File: src/rtl/fib_num_gen.sv
// Iterative seed-scaled Fibonacci generator: f(1)=f(2)=a, f(n)=f(n-1)+f(n-2).
// One addition per clock; sticky error/overflow states cleared only by clear or reset.
module fib_num_gen #(
  parameter int unsigned DATA_WIDTH  = 64,
  parameter int unsigned ORDER_WIDTH = 16
) (
  input  logic                   i_clk,
  input  logic                   i_reset,
  input  logic                   i_load,
  input  logic                   i_clear,
  input  logic [ORDER_WIDTH-1:0] i_order,
  input  logic [DATA_WIDTH-1:0]  i_data_in,
  output logic                   o_done,
  output logic                   o_error,
  output logic                   o_overflow,
  output logic [DATA_WIDTH-1:0]  o_data_out
);

  typedef enum logic [2:0] {
    StIdle,
    StArm,
    StComp,
    StDone,
    StError,
    StOvf
  } state_e;

  state_e                 r_state, w_state_next;
  logic [DATA_WIDTH-1:0]  r_prev, w_prev_next;
  logic [DATA_WIDTH-1:0]  r_curr, w_curr_next;
  logic [ORDER_WIDTH-1:0] r_count, w_count_next;
  logic [ORDER_WIDTH-1:0] r_ord, w_ord_next;
  logic [DATA_WIDTH-1:0]  r_data_out, w_data_out_next;
  logic                   r_done, r_error, r_overflow;
  logic [DATA_WIDTH:0]    w_sum;

  // One extra bit so the carry out of DATA_WIDTH is visible.
  assign w_sum = {1'b0, r_prev} + {1'b0, r_curr};

  always_comb begin
    w_state_next    = r_state;
    w_prev_next     = r_prev;
    w_curr_next     = r_curr;
    w_count_next    = r_count;
    w_ord_next      = r_ord;
    w_data_out_next = r_data_out;

    unique case (r_state)
      StIdle: begin
        // Operands arrive one cycle after load rises, so nothing is captured here.
        if (i_load) begin
          w_state_next = StArm;
        end
      end
      StArm: begin
        w_ord_next = i_order;
        if ((i_order == '0) || (i_data_in == '0)) begin
          w_state_next    = StError;
          w_data_out_next = '0;
        end else begin
          w_state_next = StComp;
          w_prev_next  = '0;
          w_curr_next  = i_data_in;
          w_count_next = ORDER_WIDTH'(1);
        end
      end
      StComp: begin
        if (r_count == r_ord) begin
          w_state_next    = StDone;
          w_data_out_next = r_curr;
        end else if (w_sum[DATA_WIDTH]) begin
          w_state_next    = StOvf;
          w_data_out_next = w_sum[DATA_WIDTH-1:0];
        end else begin
          w_prev_next  = r_curr;
          w_curr_next  = w_sum[DATA_WIDTH-1:0];
          w_count_next = r_count + ORDER_WIDTH'(1);
        end
      end
      StDone: begin
        if (!i_load) begin
          w_state_next = StIdle;
        end
      end
      StError, StOvf: begin
        w_state_next = r_state;
      end
      default: begin
        w_state_next = StIdle;
      end
    endcase

    // Clear aborts any state, including an in-flight computation.
    if (i_clear) begin
      w_state_next    = StIdle;
      w_prev_next     = '0;
      w_curr_next     = '0;
      w_count_next    = '0;
      w_data_out_next = '0;
    end
  end

  always_ff @(posedge i_clk) begin
    if (i_reset) begin
      r_state    <= StIdle;
      r_prev     <= '0;
      r_curr     <= '0;
      r_count    <= '0;
      r_ord      <= '0;
      r_data_out <= '0;
      r_done     <= 1'b0;
      r_error    <= 1'b0;
      r_overflow <= 1'b0;
    end else begin
      r_state    <= w_state_next;
      r_prev     <= w_prev_next;
      r_curr     <= w_curr_next;
      r_count    <= w_count_next;
      r_ord      <= w_ord_next;
      r_data_out <= w_data_out_next;
      r_done     <= (w_state_next == StDone);
      r_error    <= (w_state_next == StError);
      r_overflow <= (w_state_next == StOvf);
    end
  end

  assign o_done     = r_done;
  assign o_error    = r_error;
  assign o_overflow = r_overflow;
  assign o_data_out = r_data_out;

endmodule

File: config.mk
export PLATFORM = sky130hd
export DESIGN_NAME = fib_num_gen
export DESIGN_NICKNAME = d
export VERILOG_FILES = /design/src/rtl/fib_num_gen.sv
export SDC_FILE = /design/constraint.sdc
export NUM_CORES = 1
export LEC_CHECK = 0
export CAP_MARGIN = 25
export CORE_MARGIN = 2
export CORE_UTILIZATION = 52
export DETAILED_ROUTE_END_ITERATION = 6
export GPL_TIMING_DRIVEN = 0
export PLACE_DENSITY = 0.78
export SYNTH_ARGS = -nofsm -noshare
export SYNTH_HDL_FRONTEND = slang
export SYNTH_SLANG_ARGS = --single-unit
export TNS_END_PERCENT = 1
File: constraint.sdc
create_clock -name i_clk -period 3.1 [get_ports i_clk]
set_clock_uncertainty 0.1 [all_clocks]
set_input_delay 0.31 -clock i_clk [delete_from_list [all_inputs] [get_ports i_clk]]
set_output_delay 0.31 -clock i_clk [all_outputs]
set_load 0.005 [all_outputs]
# Word level (Yosys, flattened, before mapping)
# Index checks and enable logic that the tools add are counted.
# Widths: inputs -> output; s select.
classes:
  addsub: 2
  multipliers: 0
  div: 0
  magnitude_cmp: 0
  n_eq_ne: 14
  n_shift: 0
  n_mux: 23
  bitwise: 0
  n_reduce_logical: 9
op_table:
  columns: ["operator", "count"]
  rows:
  - ["$mux 64", 9]
  - ["$pmux 64 s2", 3]
  - ["$add 64x64->65", 1]
  - ["$logic_not 64->1", 1]
  - ["$mux 16", 3]
  - ["$pmux 16 s2", 1]
  - ["$mux 3", 6]
  - ["$add 16x1->16 const B", 1]
  - ["$eq 16x16->1", 1]
  - ["$logic_not 16->1", 1]
  - ["$pmux 3 s5", 1]
  - ["$eq 3x3->1 const B", 4]
  - ["$eq 3x2->1 const B", 3]
  - ["$ne 2x2->1 const B", 4]
  - ["$reduce_and 4->1", 1]
  - ["$reduce_or 2->1", 2]
  - ["$eq 3x1->1 const B", 1]
  - ["$logic_not 3->1", 1]
  - ["$ne 3x3->1 const B", 1]
  - ["$reduce_and 3->1", 1]
  - ["$reduce_bool 2->1", 1]
  - ["$logic_or 1x1->1", 1]
word_totals:
  reg_bits: 230
  latch_bits: 0
  ramBits: 0
  romBits: 0
  word_cells: 57
  memories: 0

# Depth between registers and ports, before layout
# Gate-level depths: netlist of the first run.
depth:
  depth_word: 6
  depth_mapped: 15
  mapped_depth_nobuf: 13

# Least setup slack after synthesis of the first run
# Ideal clock, no wire load.
synth_path:
  kind: "register to register"
  start: "register r_curr[0]"
  end: "register r_data_out[62] (netlist: o_data_out[62])"
  t_arrival_ns: 2.902
  slack_ns: -0.025
  stages_incl_launch_ff: 16
  path_buffers: 2
  cell_sequence: "dfxtp_1 -> ha_1 -> inv_1 -> fa_1 -> nor2b_1 -> o31ai_1 -> a2111oi_2 -> o2111ai_1 -> a21oi_2 -> nor3_2 -> a2bb2oi_1 -> and2_1 -> buf_2 -> buf_4 -> a222oi_1 -> inv_1"
synth_between:
  elab_chain_len: 4
synth_lines:
  columns: ["element", "line_no", "source"]
  rows:
  - ["from (decl)", "30", "logic [DATA_WIDTH-1:0] r_curr, w_curr_next;"]
  - ["from (signal assigned)", "117", "r_curr <= w_curr_next;"]
  - ["$add 64x64->65 (*)", "38", "assign w_sum = {1'b0, r_prev} + {1'b0, r_curr};"]
  - ["$mux 64", "71", "end else if (w_sum[DATA_WIDTH]) begin"]
  - ["$mux 64", "68", "if (r_count == r_ord) begin"]
  - ["$pmux 64 s2", "48", "unique case (r_state)"]
  - ["to (signal assigned)", "120", "r_data_out <= w_data_out_next;"]
  - ["to (decl)", "33", "logic [DATA_WIDTH-1:0] r_data_out, w_data_out_next;"]
# Every way passes the cells marked *; elsewhere a longest branch is shown, timed or not. The select of a mux whose other input is x is not followed.
# A chain may end at the register's enable or synchronous reset.

# Worst setup path after layout of the first run
layout_path:
  start: "register r_prev[0]"
  end: "register r_data_out[51] (netlist: o_data_out[51])"
layout_between:
  elab_chain_len: 4
layout_lines:
  columns: ["element", "line_no", "source"]
  rows:
  - ["from (decl)", "29", "logic [DATA_WIDTH-1:0] r_prev, w_prev_next;"]
  - ["from (signal assigned)", "116", "r_prev <= w_prev_next;"]
  - ["$add 64x64->65 (*)", "38", null]
  - ["$mux 64", "71", null]
  - ["$mux 64", "68", null]
  - ["$pmux 64 s2", "48", null]
# Marks and branches as above.

==> impl_metrics.tcl, run 1 <==
set metrics [dict create \
    status "finished, violations left" \
    violations "design-rule violations, negative setup slack" \
    tritoncts "done" \
    io_buffers 149 \
    cts_root_buf "clkbuf_16" \
    clk_path_buf_depth 3 \
    clk_pin_slew_worst_paths_ps 70 \
    fmax_mhz 296 \
    fin_crit_sh 1.09 \
    preCtsSetupSlack_ps -1560 \
    critPathCaptureType "register" \
    crit_path_max_incr_delay_ps 440 \
    synth_ff_type "dfxtp_1" \
    crit_family "compound AO/OA/AOI/OAI gates" \
    grt_max_degree 14 \
    grt_overflow 0 \
    postRouteAntennaNets 0 \
    maxSlewViolCount 0 \
    core_um2 25000 \
    critical_path.slowest_cell "a2111oi_4" \
    finalWorstSetupSlack_ps -276 \
    synth_area_um2 13200 \
    ys_seq_elements 230 \
    switching_power_w 0.00190 \
    layout_commonest_cell "dfxtp_1" \
    wire_per_inst_um 22.6 \
    arrival_ps 3760 \
    cts.sinks 230 \
    htreeDepth 1 \
    async_flop_share 0 \
    cts_buffers 26 \
    vias 13971 \
    cp_max_fo 5 \
    synth-compound-area-share 0.281 \
    synth_mux_area_frac 0.0106 \
    stdcell_area_um2 17100 \
    dieArea_um2 26600 \
    path_cells "ha_4 > inv_2 > fa_2 > nor2b_4 > o31ai_4 > a2111oi_4 > o2111ai_4 > a21oi_4 > nor3_4 > or3_4 > buf_6 > nor2_4 > buf_12 > buf_8 > o21ai_1 > o211ai_1" \
    grt_pass1_vias 13361 \
    period_minus_slack_ps 3380 \
    grt_antenna_before_repair 0 \
    grt_usage 0.367 \
    grt_pass1_wl_mm 75.8 \
    drive_above_1_share 0.122 \
    synth_top_family_by_area "compound AO/OA/AOI/OAI gates" \
    synth_top_cell_area_share 0.350 \
    synth_xor_area_frac 0.0565 \
    rows 58 \
    seqPwrFrac 0.413 \
    fp.dieH_um 163 \
    syn_inst 1660 \
    layout_common_cells "219 x dfxtp_1, 214 x nor2_1, 186 x nand2_1, 149 x clkdlybuf4s50_1, 110 x a21oi_1" \
    drcViolationCount 5 \
    p_clk_frac 0.472 \
    swShare 0.260 \
    drt_wl_total_mm 49.8 \
    drt_first_iter_violations 1520 \
    slew_headroom 0.267 \
    synth_edf_count 0 \
    final-setup-viol-count 208 \
    ir_worst_vdd_mv 0.416 \
    min_path_type "in -> reg" \
    power_density_nw_per_um2 427 \
    synthSimpleGateAreaFrac 0.193 \
    clk_latency_ps 560 \
    pwr-share-comb 0.115 \
    areaGrowthSynthToFinish_pct 29.8 \
    vias_per_cell 6.33 \
    routabilityCongestion 1.03 \
    fill_cells 2095 \
    path_buf_inv 4 \
    startpoint_type "register" \
    syn_nets 1810 \
    max-cap-violations 0 \
    initial_utilization 0.526 \
    syn_area_per_cell_um2 7.93 \
    yosysWarnings 0 \
    hold_buffers 0 \
    ys_seq_area_frac 0.350 \
    hold_viol_final 0 \
    dpl.hpwl_mm 36.8 \
    worst_slew_pin_slew_ps 1100 \
    die_w_um 163 \
    drt_pass1_iterations 7 \
    p_int_w 0.00540 \
    ys_types 76 \
    critPathRequiredTime_ps 3480 \
    fin_nets 2007 \
    synth_area_leaders "dfxtp_1 35%, nor2_1 6.3%, ha_1 6.2%" \
    leakage_nw 6.54 \
    synthAdderAreaFrac 0.0633 \
    ios 151 \
    crit_type "reg -> reg" \
    placed_area_um2 15100 \
    rsz0062_at_grt "true" \
    yosysTopAreaCell "dfxtp_1" \
    n_antenna_cell 0 \
]
[flip-flops by register name (all words and copies together), names as in the netlist]
| name | flops |
|---|---|
| o_data_out | 64 |
| r_curr | 64 |
| r_prev | 64 |
| r_count | 16 |
| r_ord | 16 |
| r_state | 3 |
| o_done | 1 |
| o_error | 1 |
| o_overflow | 1 |
[layer usage]
metal  up-vias  wire length (um)  GRT usage
met3       137              4920     0.0790
met2       755             22000      0.573
li1       6462                 -          -
met1      6617             20500      0.490
met4         0              2270      0.153
met5         -                 0          0
[repair_timing]
item / 4_1_cts / 5_1_grt
setup buffers: 18 / 1
resized for setup: 160 / 27
setup endpoints to repair: 214 / 209
cloned: 3 / 1
pin swaps: 33 / 7
[power groups by stage]
| stage | clock [W] | sequential [W] | combinational [W] |
|---|---|---|---|
| 4_1_cts | 0.00345 | 0.00301 | 0.000788 |
| 6_report | 0.00344 | 0.00301 | 0.000839 |
| 5_1_grt | 0.00357 | 0.00302 | 0.000875 |
| 3_3_place_gp | 0 | 0.00308 | 0.000703 |
| 2_1_floorplan | 0 | 0.00307 | 0.000371 |
| 3_5_place_dp | 0 | 0.00308 | 0.000710 |
[through the flow]
stage	hold slack [ps]	utilization	total power, W	std cells	TNS [ps]
floorplan	335	-	0.00344	1660	0
global placement	328	0.604	0.00378	2139	-295150
detailed placement	335	0.604	0.00379	2140	-249970
CTS	51.8	0.677	0.00725	2203	-7120
global route	78.3	0.683	0.00746	2206	-39670
finish	47.5	0.683	0.00729	2206	-24030
[synth_stat cells (all sizes together), types with 4 or more instances]
cell	count
nor4	31
a31oi	10
a21oi	124
nor3	19
xnor2	38
buf	39
or3	6
o211ai	10
clkbuf	77
a21boi	4
inv	25
a21o	48
o2111ai	4
o21a	14
a22oi	82
a211oi	37
a32oi	8
o21bai	16
nand2b	6
and3	8
a2111oi	6
or2	7
nor2	221
dfxtp	230
nand4	34
mux2i	14
o21ai	119
ha	65
a22o	9
and2	16
xor2	47
a222oi	23
o31ai	7
nand2	188
nand3	26
[area by class of cell]
class                           count  area, um^2  area share
Multi-Input combinational cell   1290        8550       0.500
Clock buffer                       36         758      0.0444
Buffer                            111         721      0.0422
Sequential cell                   230        4620       0.270
Inverter                           25        93.8     0.00549
Clock inverter                     11         200      0.0117
Timing Repair Buffer              173        1740       0.102
Tap cell                          330         413      0.0242
[logic make-up (layout without fill, tap and decap cells)]
group	after synthesis	after routing
mux	14	14
simple gates	573	574
buf+inv	141	356
compound gates	551	551
flops	230	230
fa+ha+maj	66	66
xor+xnor	85	85
[worst paths after layout]
check / start / to / slack (ps) / cells past startpoint
worst max-delay path: r_prev[0] / o_data_out[51] / -280 / 16
worst min register to register: o_data_out[19] / o_data_out[19] / 350 / 2
worst min-delay path: i_reset / r_ord[15] / 50 / 2
worst max register to register: r_prev[0] / o_data_out[51] / -280 / 16
(Power assumes the default switching activity.)
==> run 2, diff against run 1 <==
--- a/config.mk
+++ b/config.mk
@@ -7,10 +7,11 @@
 export LEC_CHECK = 0
 export CAP_MARGIN = 25
 export CORE_MARGIN = 2
-export CORE_UTILIZATION = 52
+export CORE_UTILIZATION = 62
+export CTS_BUF_LIST = sky130_fd_sc_hd__clkbuf_16
 export DETAILED_ROUTE_END_ITERATION = 6
 export GPL_TIMING_DRIVEN = 0
-export PLACE_DENSITY = 0.78
+export PLACE_DENSITY = 0.87
 export SYNTH_ARGS = -nofsm -noshare
 export SYNTH_HDL_FRONTEND = slang
 export SYNTH_SLANG_ARGS = --single-unit
==> constraint.sdc (replaced) <==
create_clock -name i_clk -period 4.2 [get_ports i_clk]
set_clock_uncertainty 0.1 [all_clocks]
set_input_delay 0.42 -clock i_clk [delete_from_list [all_inputs] [get_ports i_clk]]
set_output_delay 0.42 -clock i_clk [all_outputs]
set_load 0.005 [all_outputs]
==> impl_metrics.tcl, run 2 (same netlist as run 1, synthesis figures left out) <==
set metrics [dict create \
    status "finished, final reports clean" \
    clk_latency_ps 530 \
    finalWorstSetupSlack_ps 57.5 \
    critical_path.slowest_cell "fa_1" \
    crit_family "compound AO/OA/AOI/OAI gates" \
    fin_nets 1987 \
    cts_buffers 25 \
    hold_buffers 0 \
    ir_worst_vdd_mv 0.289 \
    hold_ws_ps 187 \
    routabilityCongestion 1.02 \
    htreeDepth 1 \
    cts.sinks 230 \
    fin_setup_tns_ps 0 \
    drive_above_1_share 0.0550 \
    layout_common_cells "230 x dfxtp_1, 220 x nor2_1, 188 x nand2_1, 149 x clkdlybuf4s50_1, 123 x a21oi_1" \
    drt_wl_total_mm 48.4 \
    final-setup-viol-count 0 \
    leakage_nw 6.10 \
    finish.utilization 0.756 \
    hold_path_depth 2 \
    switching_power_w 0.00131 \
    period_minus_slack_ps 4140 \
    crit_type "reg -> reg" \
    grt_pass1_vias 13455 \
    die_w_um 150 \
    max-cap-violations 0 \
    crit_cells 15 \
    grt_usage 0.423 \
    grt_overflow 0 \
    fp.dieH_um 150 \
    clk_pin_slew_worst_paths_ps 60 \
    core_um2 21000 \
    seqPwrFrac 0.461 \
    multi_input_area_um2 8040 \
    critical_path.startpoint "r_curr[0]" \
    ff2ff_path_depth 15 \
    preCtsSetupSlack_ps -881 \
    slew_headroom 0.308 \
    regArea_um2 4600 \
    rows 53 \
    dieArea_um2 22400 \
    grt_pass1_wl_mm 73.9 \
    rr_startpoint "r_curr[0]" \
    swShare 0.272 \
    crit_path_max_incr_delay_ps 410 \
    maxSlewViolCount 0 \
    arrival_ps 4490 \
    critPathRequiredTime_ps 4550 \
    wire_per_inst_um 22.7 \
    n_antenna_cell 0 \
    clk_path_buf_depth 3 \
    grt_max_degree 14 \
    drt_pass1_iterations 6 \
    io_buffers 149 \
    path_cells "ha_1 > inv_1 > fa_1 > nor2b_2 > o31ai_1 > a2111oi_2 > buf_4 > o2111ai_2 > a21oi_4 > nor2_1 > o21ai_2 > buf_4 > buf_2 > a222oi_1 > nor2_1" \
    vias 14286 \
    ios 151 \
    critPathCaptureType "register" \
    postRouteAntennaNets 0 \
    min_path_type "in -> reg" \
    vias_per_cell 6.71 \
    cp-endpoint "r_curr[56]" \
    worst_slew_pin_slew_ps 1030 \
    initial_utilization 0.628 \
    grt_antenna_before_repair 1 \
    startpoint_type "register" \
    power_density_nw_per_um2 305 \
    cts_root_buf "clkbuf_16" \
    drt_first_iter_violations 1981 \
    dpl.hpwl_mm 36.4 \
    tritoncts "done" \
    p_clk_frac 0.423 \
    fmax_mhz 241 \
    pwr-share-comb 0.116 \
    p_int_w 0.00351 \
    drcViolationCount 0 \
    areaGrowthSynthToFinish_pct 20.2 \
    reg2reg_slack_ps 60 \
    fill_cells 1586 \
    regToRegEndpoint "r_curr[56]" \
    hold_viol_final 0 \
    layout_commonest_cell "dfxtp_1" \
    path_buf_inv 4 \
    fin_crit_sh 0.986 \
    cp_max_fo 10 \
]
run 2: layout make-up:
cell class / instances / share of cell area
Buffer: 116 / 0.0327
Timing Repair Buffer: 150 / 0.0947
Clock buffer: 25 / 0.0395
Sequential cell: 230 / 0.291
Tap cell: 275 / 0.0217
Multi-Input combinational cell: 1289 / 0.508
Inverter: 25 / 0.00593
Clock inverter: 18 / 0.00703
run 2: stage by stage:
step	std cells	total power (W)	area, um^2
after floorplan	1660	0.00253	13200
after detailed placement	2084	0.00279	15000
after global placement	2084	0.00278	15000
after global routing	2128	0.00492	15800
after CTS	2127	0.00478	15800
final	2128	0.00483	15800
run 2: how the worst min path moves through the flow:
stage,from,end,slack [ps]
finish,i_reset,r_ord[3],190
CTS,i_reset,r_ord[0],170
global route,i_reset,r_ord[0],220
floorplan,o_data_out[49],o_data_out[49],330
global placement,o_data_out[49],o_data_out[49],330
detailed placement,o_data_out[41],o_data_out[41],340
run 2: power groups by stage:
stage	Clock [W]	Sequential [W]	Combinational [W]
6_report	0.00204	0.00222	0.000562
2_1_floorplan	0	0.00226	0.000270
3_3_place_gp	0	0.00227	0.000511
4_1_cts	0.00202	0.00222	0.000528
5_1_grt	0.00211	0.00222	0.000583
3_5_place_dp	0	0.00227	0.000523
run 2: metal layers:
| layer | share of wire | GRT usage | wire length [um] | vias to the layer above |
|---|---|---|---|---|
| li1 | - | - | - | 6426 |
| met1 | 0.39 | 0.539 | 18700 | 6678 |
| met2 | 0.44 | 0.678 | 21500 | 982 |
| met3 | 0.11 | 0.102 | 5540 | 198 |
| met5 | 0.00019 | 0 | 9 | - |
| met4 | 0.054 | 0.197 | 2610 | 2 |
run 2: repair_timing:
item | 4_1_cts | 5_1_grt
resized for setup | 8 | 20
buffers inserted | 0 | 1
setup endpoints to repair | 137 | 154
pin swaps | 0 | 2
